`config.mk`:
```
export PLATFORM = sky130hd
export DESIGN_NAME = imem_loader_flat
export DESIGN_NICKNAME = d
export VERILOG_FILES = /design/src/rtl/imem_loader_pkg.sv /design/src/rtl/imem_loader_if.sv /design/src/rtl/imem_loader_word_pack.sv /design/src/rtl/imem_loader.sv /design/src/flat_wrapper.sv
export SDC_FILE = /design/constraint.sdc
export NUM_CORES = 1
export LEC_CHECK = 0
export CORE_MARGIN = 1.5
export CORE_UTILIZATION = 40
export CTS_BUF_LIST = sky130_fd_sc_hd__clkbuf_4
export DETAILED_ROUTE_END_ITERATION = 6
export PLACE_DENSITY_LB_ADDON = 0.05
export SETUP_SLACK_MARGIN = 0.15
export SLEW_MARGIN = 30
export SYNTH_ARGS = -nofsm -noshare
export SYNTH_HDL_FRONTEND = slang
export SYNTH_SLANG_ARGS = --single-unit
```
`constraint.sdc`:
```
create_clock -name clk -period 2.76 [get_ports clk]
set_input_delay 0.276 -clock clk [delete_from_list [all_inputs] [get_ports clk]]
set_output_delay 0.276 -clock clk [all_outputs]
set_load 0.02 [all_outputs]
```
`src/rtl/imem_loader_pkg.sv`:
```
// imem_loader_pkg: shared FSM states and word-assembly constants for the instruction loader
package imem_loader_pkg;
  typedef enum logic [2:0] {ST_ADDR, ST_CNT, ST_DATA, ST_DONE, ST_ERR} state_t;
  localparam int BYTES_PER_WORD = 4;
  localparam logic [31:0] ADDR_INC = 32'd4;
endpackage

```
`src/rtl/imem_loader_if.sv`:
```
// imem_loader_if: host byte stream in, core fill port and load status out
// master: host/consumer side (drives RxByte/RxVal); slave: the loader
interface imem_loader_if;
  logic [7:0] RxByte;
  logic RxVal;
  logic RxReady;
  logic [31:0] IntrAddr_FL0;
  logic [31:0] IntrFill_FL0;
  logic FillVal_FL0;
  logic CoreReset;
  logic LoadDone;
  logic LoadErr;
  modport master(output RxByte, RxVal, input RxReady, IntrAddr_FL0, IntrFill_FL0, FillVal_FL0, CoreReset, LoadDone, LoadErr);
  modport slave(input RxByte, RxVal, output RxReady, IntrAddr_FL0, IntrFill_FL0, FillVal_FL0, CoreReset, LoadDone, LoadErr);
endinterface

```
`src/rtl/imem_loader_word_pack.sv`:
```
// imem_loader_word_pack: assembles big-endian 32-bit words from a byte stream
// in: clk, reset, clear (drop partial word), byteIn/byteVal; out: word, wordVal (combinational, with 4th byte)
module imem_loader_word_pack
  import imem_loader_pkg::*;
(
  input  logic clk,
  input  logic reset,
  input  logic clear,
  input  logic [7:0] byteIn,
  input  logic byteVal,
  output logic [31:0] word,
  output logic wordVal
);
  logic [1:0] idx;
  logic [23:0] sr;
  assign word = {sr, byteIn};
  assign wordVal = byteVal && idx == 2'(BYTES_PER_WORD - 1);
  always_ff @(posedge clk) begin
    if (reset || clear) begin
      idx <= '0;
      sr <= '0;
    end else if (byteVal) begin
      idx <= idx + 2'd1;
      sr <= {sr[15:0], byteIn};
    end
  end
endmodule

```
`src/rtl/imem_loader.sv`:
```
// imem_loader: loads an address/count/data byte image into the core instruction store
// in: clk, reset, bus.RxByte/RxVal; out: bus.RxReady, fill port (IntrAddr_FL0/IntrFill_FL0/FillVal_FL0),
// CoreReset, LoadDone pulse, LoadErr
module imem_loader
  import imem_loader_pkg::*;
#(
  parameter int MAX_WORDS = 1024,
  parameter int CNT_W = 16
) (
  input logic clk,
  input logic reset,
  imem_loader_if.slave bus
);
  state_t st, stNext;
  logic byteVal, wordVal, clear, emit, cntErr;
  logic [31:0] word, nextAddr;
  logic [CNT_W-1:0] cnt, remain;
  assign byteVal = bus.RxVal && bus.RxReady;
  assign cnt = word[CNT_W-1:0];
  assign cntErr = (word >> CNT_W) != 32'd0 || cnt > CNT_W'(MAX_WORDS);
  assign emit = st == ST_DATA && wordVal;
  // Leaving ST_DONE consumes byte 0 of the next header, so that transition must keep the byte.
  assign clear = stNext != st && st != ST_DONE;
  imem_loader_word_pack wordPack (
    .clk(clk),
    .reset(reset),
    .clear(clear),
    .byteIn(bus.RxByte),
    .byteVal(byteVal),
    .word(word),
    .wordVal(wordVal)
  );
  always_ff @(posedge clk) begin
    if (reset) st <= ST_ADDR;
    else st <= stNext;
  end
  always_comb begin
    stNext = st;
    unique case (st)
      ST_ADDR: stNext = wordVal ? ST_CNT : ST_ADDR;
      ST_CNT:  stNext = !wordVal ? ST_CNT : cntErr ? ST_ERR : cnt == '0 ? ST_DONE : ST_DATA;
      ST_DATA: stNext = wordVal && remain == CNT_W'(1) ? ST_DONE : ST_DATA;
      ST_DONE: stNext = byteVal ? ST_ADDR : ST_DONE;
      default: stNext = ST_ERR;
    endcase
  end
  always_comb begin
    bus.RxReady = st != ST_ERR;
    bus.CoreReset = st != ST_DONE;
    bus.LoadErr = st == ST_ERR;
  end
  always_ff @(posedge clk) begin
    if (reset) begin
      bus.FillVal_FL0 <= 1'b0;
      bus.LoadDone <= 1'b0;
      bus.IntrAddr_FL0 <= '0;
      bus.IntrFill_FL0 <= '0;
      nextAddr <= '0;
      remain <= '0;
    end else begin
      bus.FillVal_FL0 <= emit;
      bus.LoadDone <= stNext == ST_DONE && st != ST_DONE;
      if (st == ST_ADDR && wordVal) nextAddr <= {word[31:2], 2'b00};
      if (st == ST_CNT && wordVal) remain <= cnt;
      if (emit) begin
        bus.IntrAddr_FL0 <= nextAddr;
        bus.IntrFill_FL0 <= word;
        nextAddr <= nextAddr + ADDR_INC;
        remain <= remain - CNT_W'(1);
      end
    end
  end
endmodule

```
`src/flat_wrapper.sv`:
```
// flat-port wrapper written by rule: the top's interface ports become plain ports
module imem_loader_flat import imem_loader_pkg::*;
#(
  parameter int MAX_WORDS = 1024,
  parameter int CNT_W = 16
)
  (clk, reset, bus_RxByte, bus_RxVal, bus_RxReady, bus_IntrAddr_FL0, bus_IntrFill_FL0, bus_FillVal_FL0, bus_CoreReset, bus_LoadDone, bus_LoadErr);
  imem_loader_if bus_i ();
  input logic clk;
  input logic reset;
  input wire logic [$bits(bus_i.RxByte)-1:0] bus_RxByte;
  input wire logic [$bits(bus_i.RxVal)-1:0] bus_RxVal;
  output wire logic [$bits(bus_i.RxReady)-1:0] bus_RxReady;
  output wire logic [$bits(bus_i.IntrAddr_FL0)-1:0] bus_IntrAddr_FL0;
  output wire logic [$bits(bus_i.IntrFill_FL0)-1:0] bus_IntrFill_FL0;
  output wire logic [$bits(bus_i.FillVal_FL0)-1:0] bus_FillVal_FL0;
  output wire logic [$bits(bus_i.CoreReset)-1:0] bus_CoreReset;
  output wire logic [$bits(bus_i.LoadDone)-1:0] bus_LoadDone;
  output wire logic [$bits(bus_i.LoadErr)-1:0] bus_LoadErr;
  assign bus_i.RxByte = bus_RxByte;
  assign bus_i.RxVal = bus_RxVal;
  assign bus_RxReady = bus_i.RxReady;
  assign bus_IntrAddr_FL0 = bus_i.IntrAddr_FL0;
  assign bus_IntrFill_FL0 = bus_i.IntrFill_FL0;
  assign bus_FillVal_FL0 = bus_i.FillVal_FL0;
  assign bus_CoreReset = bus_i.CoreReset;
  assign bus_LoadDone = bus_i.LoadDone;
  assign bus_LoadErr = bus_i.LoadErr;
  imem_loader #(.MAX_WORDS(MAX_WORDS), .CNT_W(CNT_W)) u_core (.clk(clk), .reset(reset), .bus(bus_i));
endmodule
```
### Yosys cells after proc, flatten, opt, wreduce, memory -nomap -nowiden

Cells that the tools add are included.

* register bits: 143
* input bits: 11
* output and inout bits: 69
* word-level logic and storage cells: 49

* add/subtract/negate cells: 3
* magnitude comparators: 1
* equal/unequal tests: 10
* multiplexer cells: 11
* reduce and logical (&&, ||, !) cells: 15

Operators with widths (number)
* two-way mux 32 bit: 2
* adder 32 x 3 -> 32 bit (second input constant): 1
* two-way mux 16 bit: 2
* nonzero test 32 bit: 1
* == test 16 x 1 -> 1 bit (second input constant): 1
* > comparator 16 x 11 -> 1 bit (second input constant): 1
* logical NOT 16 bit: 1
* subtractor 16 x 1 -> 16 bit (second input constant): 1
* case mux 3 bit (4 select lines): 1
* == test 3 x 2 -> 1 bit (second input constant): 3
* logical AND 1 bit: 8
* two-way mux 3 bit: 2
* nonzero test 2 bit: 2
* == test 3 x 1 -> 1 bit (second input constant): 1
* == test 3 bit (second input constant): 1
* logical NOT 3 bit: 1
* two-way mux 1 bit: 3
* inequality test 3 x 2 -> 1 bit (second input constant): 1
* inequality test 3 bit: 1
* inequality test 3 bit (second input constant): 1
* adder 2 x 1 -> 2 bit (second input constant): 1
* == test 2 bit (second input constant): 1
* logical OR 1 bit: 2
* two-way mux 2 bit: 1

### Logic depth before layout (Yosys ltp)

* depth after elaboration: 9
* mapped depth: 9

### Cells and area by module

A second synthesis with hierarchy kept.

* cells, all modules: 790
* area, all modules: 6377.4 um2

By module, submodules not included
* imem_loader: times used 1, cells an instance 695, area an instance 5337.6 um2, sequential area each 2262.2 um2
* imem_loader_word_pack: times used 1, cells an instance 95, area an instance 1039.7 um2, sequential area each 520.5 um2

### Worst setup path after synthesis

Ideal clock, no wire load.

* kind: register to register
* start point: register u_core.remain[0]
* end point: register u_core.wordPack.sr[10]
* data arrival time: 1943 ps
* data required time: 2645 ps
* path slack: 701 ps
* cell stages (with the launch flop): 9
* path buffers: 2
* clock period less this slack: 2059 ps
* cell sequence: dfxtp_1 -> ha_1 -> or3b_2 -> or4_1 -> o22ai_2 -> a21o_1 -> buf_6 -> buf_6 -> a21oi_2

* cells in the longest elaborated chain, start to end: 7

Ends and longest elaborated chain
* from (decl): line imem_loader.sv:17 `logic [CNT_W-1:0] cnt, remain;`
* from (signal assigned): line imem_loader.sv:64 `if (st == ST_CNT && wordVal) remain <= cnt;`
* from (signal assigned): line imem_loader.sv:69 `remain <= remain - CNT_W'(1);`
* == test 16 x 1 -> 1 bit: line imem_loader.sv:42 `ST_DATA: stNext = wordVal && remain == CNT_W'(1) ? ST_DONE : ST_DATA;`
* logical AND 1 bit: line imem_loader.sv:42
* two-way mux 1 bit: line imem_loader.sv:42
* case mux 3 bit (4 select lines): line imem_loader.sv:39 `unique case (st)`
* inequality test 3 bit: line imem_loader.sv:23 `assign clear = stNext != st && st != ST_DONE;`
* logical AND 1 bit: line imem_loader.sv:23
* logical OR 1 bit: line imem_loader_word_pack.sv:19 `if (reset || clear) begin`
* to (signal assigned): line imem_loader_word_pack.sv:24 `sr <= {sr[15:0], byteIn};`
* to (decl): line imem_loader_word_pack.sv:15 `logic [23:0] sr;`

Every way passes these cells.
A chain may end at the register's enable or synchronous reset.

### Worst setup path in the final report

* start point: register u_core.st[1]
* end point: output bus_CoreReset

* cells in the longest elaborated chain, start to end: 1

Ends and longest elaborated chain
* from (decl): line imem_loader.sv:14 `state_t st, stNext;`
* from (signal assigned): line imem_loader.sv:35 `else st <= stNext;`
* inequality test 3 x 2 -> 1 bit: line imem_loader.sv:49 `bus.CoreReset = st != ST_DONE;`
* to (decl): line flat_wrapper.sv:17 `output wire logic [$bits(bus_i.CoreReset)-1:0] bus_CoreReset;`

Every way passes these cells.

==> flow_summary.ini <==
[final_layout]
nets = 882
area_delta_synth_final_pct = 19.0
layout-drive-gt1-share_pct = 9.43
seqCellArea_um2 = 2780
multiInputGateArea_um2 = 3230
fillers = 1555

[floorplanning]
die_area_um2 = 16500
io_pins = 80
fp.dieW_um = 129
start_util_pct = 41.1
row_count = 45
coreArea_um2 = 15300
chipHeight_um = 129

[global_routing]
grt_pass1_vias = 5514
track_usage_pct = 22.5
grt_pass1_wl_um = 28900
grt.overflow.total = 0
antenna_found_initial = 1
grt_max_degree = 79

[route]
antenna_left = 0
detail_route.iter0.violations = 639
via_per_inst = 5.49
drt_wl_total_um = 18100
wire_per_inst_um = 16.6
drt-pass1-iter-count = 5
vias = 5998
drc = 0

[sta]
tightest_slew_ps = 856
skew_ps = 15.2
period_needed_ps = 2400
hold_viol = 0
relSlewSlack_pct = 42.8
finalSetupViolations = 0
slew_viol_final = 0
finalSetupTns_ps = 0
fin_crit_sh_pct = 86.8
fmax_mhz = 417
rsz0062_at_grt = false

[logic_synthesis]
synth_seq_cells = 139
yosysTopAreaCell = dfxtp_1
synth_common_cells = nand2_1 (220), dfxtp_1 (139), a21oi_1 (114)
ys_warn_count = 0
synth_flop_cell = dfxtp_1
synthTopCellsByArea = dfxtp_1 (44%), nand2_1 (13%), a21oi_1 (9.1%)
ys_types = 84
syn_inst = 814
yosysMostFrequentCell = nand2_1
seq_area_frac_synth_pct = 44.2
netlist.area_leader.share_pct = 44.2
synthArstFlopShare_pct = 0
syn-cell-area_um2 = 6300
synth.avg_cell_area_um2 = 7.74
synth_edf_count = 0

[setup_path]
cp-end-kind = primary output
cp_num_buf_inv = 2
cp.arrival_ps = 2120
crit_slowest_cell = clkdlybuf4s50_1
critPathMaxFanout = 18
worstSetupPathType = reg2out
crit_chain = inv_2 > nor2_1 > nand2_1 > clkdlybuf4s50_1
critPathRequiredTime_ps = 2480
max_stage_delay_ps = 620
critical-path-top-delay-family = buffers and inverters
start_kind = register

[clocking]
insertion_delay_ps = 550
clock-sinks = 139
ctsLongestPathBuffers = 2
htreeDepth = 4
numCtsBuffers = 17
clock-root-buffer = clkbuf_4
cts_tree = yes
clk_pin_slew_worst_paths_ps = 120
cts.hold.buffers_added = 0

[run_status]
status = finished, final reports clean

[placement]
globalplace.congestion = 0.897
dp.final_hpwl_um = 12200
numPortBuffers = 77

[pwr]
p_leak_nw = 2.46
peakVddDrop_uv = 227
p_per_area_nw_per_um2 = 465
finalPower_mw = 3.49

[flow_run]
cap_violations = 0

[hold_path]
hp-class = in2reg
metrics by stage:
step	std cells	hold slack, ps	area, um2	utilization [%]	setup WS (ps)
finish	1092	202	7500	49.0	363
CTS	1091	163	7500	48.9	327
global route	1092	201	7500	49.0	188
detailed placement	1059	446	7240	47.2	326
global placement	1059	442	7240	47.2	372
floorplan	815	409	6300	-	701
power by group:
group	internal [mW]	switching (mW)
Sequential	2.02	0.0334
Clock	0.518	0.749
Combinational	0.0568	0.108
what timing repair did:
action / 4_1_cts / 5_1_grt
gates resized for setup: 1 / 0
buffers inserted: 0 / 0
endpoints found under the setup margin: 1 / 0
layout by cell type, fill, tap and decap left out, drive strengths merged, types with 3 or more instances in the layout:
master         instances
a211oi                 6
a21oi                124
a221oi                 4
a22oi                  5
a31oi                 12
a41oi                  4
and2                   4
and3                  10
buf                   20
clkbuf                17
clkdlybuf4s50         76
clkinv                11
dfxtp                139
ha                     4
inv                    7
mux2                   5
nand2                221
nand3                 18
nand4                 11
nand4b                 5
nor2                  57
nor3                  20
nor4                   7
o21ai                 18
o22ai                  9
o2bb2ai                3
o31ai                  3
or3                    8
per-layer routing:
layer	wire, um	vias up	track usage (%)	share of wire (%)
met2	8100	194	34.6	45
met5	0	-	0	0
li1	-	2960	-	-
met1	8730	2824	31.4	48
met3	1010	20	4.78	5.6
met4	286	0	7.87	1.6
sequential cells by signal, indices dropped and copies added (netlist names):
register,count
u_core.nextAddr,30
u_core.bus.FillVal_FL0,1
u_core.bus.IntrFill_FL0,32
u_core.bus.LoadDone,1
u_core.wordPack.sr,24
u_core.st,3
u_core.remain,16
u_core.bus.IntrAddr_FL0,30
u_core.wordPack.idx,2
cell type report:
| class | count | share of cell area (%) |
|---|---|---|
| diodes | 1 | 0.0334 |
| clock buffers | 17 | 1.70 |
| clock inverters | 15 | 1.75 |
| inverters | 7 | 0.350 |
| multi-input cells | 606 | 43.0 |
| flip-flops and latches | 139 | 37.1 |
| well taps | 211 | 3.52 |
| repair buffers | 96 | 12.5 |
path summary, 6_finish.rpt:
| check | slack [ps] | from | cells past startpoint | end |
|---|---|---|---|---|
| worst min register to register | 460 | u_core.bus.IntrAddr_FL0[6] | 2 | u_core.bus.IntrAddr_FL0[6] |
| worst max-delay path | 360 | u_core.st[1] | 4 | bus_CoreReset |
| worst min-delay path | 200 | reset | 2 | u_core.nextAddr[17] |
| worst max register to register | 440 | u_core.remain[0] | 7 | u_core.wordPack.sr[0] |
worst register-to-register path, stage by stage (launching register included):
cell     delay (ps)
dfxtp_1         520
ha_1            200
or3b_2          440
or4_1           430
o22ai_2         130
a21o_1          230
buf_12          200
a21oi_1          60
kinds of logic after synthesis:
logic type | Yosys count | share of synthesized area, %
flip-flops | 139 | 44.2
buffers and inverters | 70 | 4.81
other | 1 | 0.0595
multiplexers | 7 | 1.27
adder cells (fa/ha/maj) | 4 | 0.794
AND/OR/NAND/NOR | 377 | 27.6
AO/OA/AOI/OAI | 215 | 21.2
XOR/XNOR | 1 | 0.139
No activity file was read; power rests on OpenSTA's default activity.
==> RTL edit (config.mk and constraints unchanged) <==
Make the reset (`reset`) asynchronous in 2 clocked blocks.
--- a/src/rtl/imem_loader.sv
+++ b/src/rtl/imem_loader.sv
@@ -31,5 +31,5 @@
     .wordVal(wordVal)
   );
-  always_ff @(posedge clk) begin
+  always_ff @(posedge clk or posedge reset) begin
     if (reset) st <= ST_ADDR;
     else st <= stNext;
@@ -50,5 +50,5 @@
     bus.LoadErr = st == ST_ERR;
   end
-  always_ff @(posedge clk) begin
+  always_ff @(posedge clk or posedge reset) begin
     if (reset) begin
       bus.FillVal_FL0 <= 1'b0;
Behaviour: differs if reset is asserted again (counterexample within 10 cycles, from zero or initial values and one cycle with reset high); with reset held inactive, the same outputs for 10 cycles.
==> RTL edit against the original RTL <==
- power is 1.1% higher
- final cell count shrank 6.4%
- hold slack improved by 47 ps
- critical path type is now register to register
- wire length grew 2.4%
- first-iteration DRC count down 36%
- area after synthesis is 2.2% higher
- sequential share of layout area rose by 5.7 points
- setup slack got worse by 54 ps
- synthesized cell count fell by 12%
- final area is 4.3% higher
- sequential cell count stayed put
- critical path depth up 1
==> RTL edit: results (changes against the original RTL) <==
{| class="wikitable"
! Metric !! Value
|-
| Total met3 wirelength after detailed routing || 963 um (-4.9%)
|-
| Leading post-synthesis cells by cell area || sky130_fd_sc_hd__dfrtp_1, sky130_fd_sc_hd__nand2_1, sky130_fd_sc_hd__dfxtp_1
|-
| Post-cts sizing count || 0 (-1)
|-
| Met2 capacity usage during global routing || 35.5% (+0.95 points)
|-
| Global Route met1 Usage || 32.5% (+1.1 points)
|-
| Slew @ Worst Pin || 696 ps (-161 ps)
|-
| Stage delay of the slowest cell on the critical path || 810 ps (+190 ps)
|-
| Layout cells sized above 1 || 9.93% (+0.49 points)
|-
| Share of total power in sequential cells || 57.5% (-1.5 points)
|-
| Cells after DPL || 990 (-6.5%)
|-
| Diodes inserted || 0 (-1)
|-
| Vias in the first global route || 5304 (-3.8%)
|-
| Util after Layout || 49.4% (+0.44 points)
|-
| Hold Path Class || primary input to asynchronous set/reset pin
|-
| Via/cell ratio || 5.54 (+0.90%)
|-
| Metal1 wirelength || 8.67 mm (-0.64%)
|-
| Power in combinational cells || 0.0856 mW (-48%)
|-
| First-pass detailed-route iteration total || 7 (+2)
|-
| Wire length of the first global-routing pass || 29.5 mm (+2.1%)
|-
| Total Power || 3.53 mW (+1.1%)
|-
| Run status || finished clean
|-
| Top delay family on crit path || simple AND/OR/NAND/NOR gates
|-
| Critical-path cell with the highest stage delay || sky130_fd_sc_hd__or4_1
|-
| Flip-flop cell with the highest count after synthesis || sky130_fd_sc_hd__dfrtp_1
|-
| Met2 wire length || 8.51 mm (+5.1%)
|-
| Leakage power of the design || 3.68 nW (+50%)
|-
| Iteration-0 DRC Markers || 412 (-36%)
|-
| CP arrival || 2880 ps (+760 ps)
|-
| Fin nets || 808 (-8.4%)
|-
| Worst setup skew after layout || 25.7 ps (+10.5 ps)
|}
RTL edit: cell types whose count changed after synthesis, sizes merged, moves of 9 or more:
cell / delta
a31oi: -10
clkbuf: -13
nor2: -37
mux2i: +26
dfxtp: -113
nor3: -9
a21oi: -69
dfrtp: +113
RTL edit: cells by family (layout without fill, tap and decap cells):
| kind of cell | Yosys count | in the layout | share of synthesized area, % |
|---|---|---|---|
| AO/OA/AOI/OAI | 149 | 149 | 15.4 |
| XOR/XNOR | 1 | 1 | 0.136 |
| adder cells (fa/ha/maj) | 4 | 4 | 0.777 |
| buffers and inverters | 59 | 148 | 3.88 |
| flip-flops | 139 | 139 | 52.0 |
| multiplexers | 28 | 28 | 4.35 |
| other | 1 | 2 | 0.0582 |
| AND/OR/NAND/NOR | 335 | 335 | 23.4 |
RTL edit: path summary, 6_finish.rpt:
check | endpoint | startpoint | depth (start not counted) | slack, ps
max | u_core.nextAddr[30] | u_core.nextAddr[11] | 5 | 310
min | u_core.st[1] | reset | 3 | 250
max reg2reg | u_core.nextAddr[30] | u_core.nextAddr[11] | 5 | 310
min reg2reg | u_core.bus.IntrAddr_FL0[22] | u_core.bus.IntrAddr_FL0[22] | 2 | 480
max in group asynchronous | u_core.bus.IntrAddr_FL0[7] | reset | 3 | 1920
min in group clk | u_core.bus.IntrFill_FL0[7] | bus_RxByte[7] | 4 | 440
RTL edit: cell type report:
| class | instances | area (um^2) |
|---|---|---|
| multi-input cells | 519 | 2870 |
| well taps | 216 | 270 |
| fillers | 1512 | 8010 |
| clock buffers | 17 | 128 |
| repair buffers | 104 | 986 |
| flip-flops and latches | 139 | 3350 |
| inverters | 12 | 48.8 |
| clock inverters | 15 | 169 |
